### config.mk
export PLATFORM = sky130hd
export DESIGN_NAME = core_seq
export DESIGN_NICKNAME = d
export VERILOG_FILES = /design/src/rtl/core_seq.sv
export SDC_FILE = /design/constraint.sdc
export NUM_CORES = 1
export LEC_CHECK = 0
export ABC_CLOCK_PERIOD_IN_PS = 3900
export BUFFER_PORTS_ARGS = -buffer_cell sky130_fd_sc_hd__buf_2
export CELL_PAD_IN_SITES_DETAIL_PLACEMENT = 0
export CELL_PAD_IN_SITES_GLOBAL_PLACEMENT = 1
export CORE_AREA = 5 5 87 73
export CTS_CLUSTER_SIZE = 24
export DETAILED_ROUTE_END_ITERATION = 16
export DIE_AREA = 0 0 92 78
export PLACE_DENSITY = 0.62
export SYNTH_ARGS = -nofsm -noshare
export SYNTH_HDL_FRONTEND = slang
export SYNTH_SLANG_ARGS = --single-unit
### constraint.sdc
create_clock -name clk -period 3.9 [get_ports clk]
set_input_delay 0 -clock clk [delete_from_list [all_inputs] [get_ports clk]]
set_output_delay 0 -clock clk [all_outputs]
set_load 0.05 [all_outputs]
### src/rtl/core_seq.sv
// core_seq: pass sequencer emitting registered core instructions for load/execute/drain.
// Build macro CORE_SEQ_NORM_EN adds the ACC/DIVW/DIV normalisation phases after PWR.
module core_seq #(
   parameter int NQ        = 16,
   parameter int COL       = 8,
   parameter int DRAIN_GAP = 10
) (
   input  logic        clk,
   input  logic        reset,
   input  logic        start,
   input  logic        stall,
   input  logic        norm_go,
   output logic [18:0] inst,
   output logic        mem_req,
   output logic        mem_sel,
   output logic [3:0]  mem_row,
   output logic        busy,
   output logic        done
);
`ifdef CORE_SEQ_NORM_EN
   typedef enum logic [3:0] {IDLE, QWR, KWR, KLD, GAP, EXE, WAIT, PWR, ACC, DIVW, DIV, DONE} state_t;
`else
   typedef enum logic [3:0] {IDLE, QWR, KWR, KLD, GAP, EXE, WAIT, PWR, DONE} state_t;
   logic unused_norm_go;
   assign unused_norm_go = norm_go;
`endif
   state_t      state, nxt;
   logic [7:0]  cnt, ncnt, len;
   logic [18:0] d;
   logic [3:0]  row;
   logic        hold, mreq;
   assign row  = ncnt[3:0];
   assign mreq = (nxt == QWR) || (nxt == KWR);
   always_comb begin
      len = 8'd1;
      case (state)
         QWR, EXE, PWR: len = 8'(NQ);
         KWR, KLD:      len = 8'(COL);
         WAIT:          len = 8'(DRAIN_GAP);
`ifdef CORE_SEQ_NORM_EN
         ACC, DIV:      len = 8'(NQ);
`endif
         default:       len = 8'd1;
      endcase
   end
   // state/cnt name the operation currently on the outputs; stall freezes them
   always_comb begin
      hold = stall && (state != IDLE) && (state != DONE);
      nxt  = state;
      ncnt = cnt + 8'd1;
      case (state)
         IDLE: begin
            nxt  = start ? QWR : IDLE;
            ncnt = '0;
         end
         DONE: begin
            nxt  = IDLE;
            ncnt = '0;
         end
`ifdef CORE_SEQ_NORM_EN
         DIVW: begin
            nxt  = norm_go ? DIV : DIVW;
            ncnt = '0;
         end
`endif
         default:
            if (cnt == len - 8'd1) begin
               ncnt = '0;
               case (state)
                  QWR:     nxt = KWR;
                  KWR:     nxt = KLD;
                  KLD:     nxt = GAP;
                  GAP:     nxt = EXE;
                  EXE:     nxt = WAIT;
                  WAIT:    nxt = PWR;
`ifdef CORE_SEQ_NORM_EN
                  PWR:     nxt = ACC;
                  ACC:     nxt = DIVW;
                  DIV:     nxt = DONE;
`else
                  PWR:     nxt = DONE;
`endif
                  default: nxt = IDLE;
               endcase
            end
      endcase
      if (hold) begin
         nxt  = state;
         ncnt = cnt;
      end
   end
   always_comb begin
      d = '0;
      case (nxt)
         QWR: begin d[4] = 1'b1; d[15:12] = row; end
         KWR: begin d[2] = 1'b1; d[15:12] = row; end
         KLD: begin d[3] = 1'b1; d[6] = 1'b1; d[15:12] = row; end
         EXE: begin d[5] = 1'b1; d[7] = 1'b1; d[15:12] = row; end
         PWR: begin d[16] = 1'b1; d[0] = 1'b1; d[11:8] = row; end
`ifdef CORE_SEQ_NORM_EN
         ACC: begin d[17] = 1'b1; d[1] = 1'b1; d[11:8] = row; end
         DIV: begin d[18] = 1'b1; d[1] = 1'b1; d[11:8] = row; end
`endif
         default: d = '0;
      endcase
   end
   always_ff @(posedge clk) begin
      if (!reset) begin
         state   <= IDLE;
         cnt     <= '0;
         inst    <= '0;
         mem_req <= 1'b0;
         mem_sel <= 1'b0;
         mem_row <= '0;
         busy    <= 1'b0;
         done    <= 1'b0;
      end else begin
         state   <= nxt;
         cnt     <= ncnt;
         inst    <= hold ? '0 : d;
         mem_req <= !hold && mreq;
         mem_sel <= !hold && (nxt == KWR);
         mem_row <= (!hold && mreq) ? row : 4'd0;
         busy    <= nxt != IDLE;
         done    <= nxt == DONE;
      end
   end
endmodule

==> summary.txt <==
Timing
  – Final-report max-slew violation count: 0
  – Relative slew slack: 43.64%
  – Tmin final: 3.160 ns
  – Fin crit share: 81.03%
  – Total negative setup slack: 0 ns
  – Min Hold Slack: 0.1574 ns
  – Final Setup Violations: 0
  – F_max: 316.4 MHz
  – Worst slew pin tran: 0.8438 ns
  – RSZ-0062 raised after global routing: false
  – Fin. Hold Viols: 0
  – Fin Clk Skew: 0.004782 ns

Clocking
  – Clock slew at reported path FFs: 0.07 ns
  – PostCTS Resize Cnt: 0
  – Clock tree from TritonCTS: built
  – CTS buffer count: 5
  – Post-CTS setup buffers: 0
  – Clk sinks: 33
  – Root Driver: clkbuf_8
  – Longest Clk Path Bufs: 2
  – Worst-Skew Late Latency: 0.28 ns
  – H-tree Lvls: 2
  – Hold buffers post-CTS: 1

Place
  – Post-Place Cells: 263
  – Post-DP HPWL: 2830 um
  – IO buf count: 27
  – Routability Congestion: 0.7430

Setup path
  – Setup CP Type: reg2reg
  – Setup crit end kind: register
  – Worst setup SP type: register
  – R2R setup slack: 0.74 ns
  – Crit Path Max Fanout: 19
  – Crit path DAT: 3.34 ns
  – Required @ worst endpoint: 4.07 ns

Global route
  – Largest net degree at the start of global routing: 23
  – GR Util All Layers: 11.42%
  – Gr ovfl total: 0
  – First-pass GRT wire length: 6610 um
  – Initial antenna violation count: 0
  – Vias in the first global route: 1272

Floorplan
  – Top-level I/O count: 32
  – Die area: 7176 um2
  – Core Footprint: 5345 um2
  – Die Wd: 92 um
  – Die height: 78 um
  – Site Rows: 24
  – Initial Util: 31.67%

Layout
  – Synth-to-Final Area Change: 11.90%
  – Flip-flop and latch area: 660.6 um2
  – Share of cells above drive strength 1: 27.54%
  – Most frequent cells in the layout: dfxtp_1, buf_2, nor2_1
  – Layout Nets: 213
  – Fin cells: 272
  – Fillers: 592
  – Area taken by multi-input logic gates: 868.3 um2
  – N_diodes: 0
  – Commonest non-fill, non-tap cell in the layout: dfxtp_1

Run
  – Max_cap viols: 0

Route
  – Drt via density: 5.143
  – Initial DRC Count: 102
  – Routed WL per cell: 14.31 um
  – Drt first pass iters: 4
  – Residual DRC: 0
  – Post-Route WL: 3892 um
  – Antenna Nets Post-Route: 0
  – Vias: 1399

Power and ir drop
  – VDD IR max: 0.1550 mV
  – Lkg Pwr: 0.0007653 uW
  – Pwr/cell area: 531.4 nW/um2

Run status
  – Status: complete, no violations

Synth
  – Synth Area in Compound Gates: 19.44%
  – Cell area after synthesis: 1693 um2
  – Register area share after synthesis: 39.02%
  – Mapped Cells: 180
  – Async set-reset flop share out of synthesis: 0%
  – Main combinational cell family by area after synthesis: simple AND/OR/NAND/NOR gates
  – Synth Area in Adders: 1.478%
  – Ys Warns: 0
  – Mapped Avg Cell Area: 9.405 um2
  – Cell variety after synth: 56
  – Post-Synth Simple-Gate Area: 27.05%
  – Most used DFF post-synth: dfxtp_1
  – Post-synthesis xor/xnor area fraction: 2.069%
  – Post-synth EDFFs: 0
  – Mux contribution to synthesized area: 0.5913%
  – Synth Register Bits: 33

Min path
  – Min-delay worst type: in2reg
path summary, 6_finish.rpt:
path | start | end | depth (start not counted)
worst max-delay path | state[3] | mem_row[1] | 10
worst min-delay path | start | state[0] | 4
worst max register to register | state[3] | mem_row[1] | 10
worst min register to register | cnt[7] | cnt[7] | 1
cell type report:
class | count | share of cell area [%]
clock buffer | 5 | 3.633
sequential | 33 | 34.87
tap | 65 | 4.293
multi-input combinational | 130 | 45.84
timing repair buffer | 34 | 10.04
inverter | 2 | 0.3963
clock inverter | 3 | 0.9247
Yosys cell counts (2+ instances only):
cell type	number	area (um2)
buf_6	3	33.78
a31oi_1	2	12.51
a2bb2oi_1	2	17.52
a21oi_1	3	15.01
nand2b_1	4	25.02
nor3_1	10	50.05
a22oi_1	3	22.52
nor2b_1	6	37.54
a41oi_1	2	17.52
buf_4	7	52.55
nor2_1	15	56.30
ha_1	2	25.02
inv_1	2	7.510
a311oi_1	4	35.03
nand2_1	12	45.04
o21ai_0	4	20.02
o211ai_1	2	15.01
and2_1	2	12.51
xnor2_1	3	26.28
and3_2	4	30.03
dfxtp_1	33	660.6
o21bai_1	2	15.01
nor3b_1	2	15.01
nor4_1	6	37.54
or2_2	2	12.51
nand3_1	7	35.03
clkbuf_8	5	68.82
nor4b_1	2	17.52
or3_1	2	12.51
state kept, by name (all words and copies together), names as in the netlist:
register  count
busy          1
state         4
inst         13
mem_sel       1
cnt           8
done          1
mem_req       1
mem_row       4
cells by family after synthesis:
| logic type | Yosys count |
|---|---|
| buffers and inverters | 19 |
| other | 1 |
| and+or+nand+nor | 82 |
| AOI/OAI and AO/OA | 38 |
| adders and majority gates | 2 |
| muxes | 1 |
| DFF | 33 |
| xor gates and xnor gates | 4 |
where the power goes:
part	switching [uW]	internal, uW	total (uW)	leakage, uW
clock	127	123	250	0.0000439
sequential	13.9	359	373	0.000267
combinational	261	122	384	0.000454
total	402	605	1010	0.000765
per-stage QoR:
stage	utilization [%]	total power [uW]	cell area (um2)	setup WS (ns)
3_3_place_gp	33.64	765.7	1798	0.7655
2_1_floorplan	-	715.7	1700	1.212
5_1_grt	35.44	1071	1894	0.4922
6_report	35.44	1007	1894	0.7398
3_5_place_dp	33.64	765.8	1798	0.7914
4_1_cts	35.44	1019	1894	0.7645
worst max-delay path: stages, from the launching register on:
cell and delay [ns]:
dfxtp_1 0.64, inv_1 0.17, nand3_1 0.12, ha_1 0.24, xnor2_1 0.13, or4_4 0.45
nor2_2 0.22, a211oi_2 0.23, o31a_1 0.36, buf_4 0.20, nor4_1 0.30
per-layer routing:
metal | vias to the layer above | routed length (um) | global-route usage [%]
li1 | 704 | - | -
met1 | 649 | 1950 | 17.29
met2 | 44 | 1638 | 15.82
met3 | 2 | 285 | 2.901
met4 | 0 | 17 | 3.116
met5 | - | 0 | 0
Note: power is estimated with default switching activity, not from simulation.
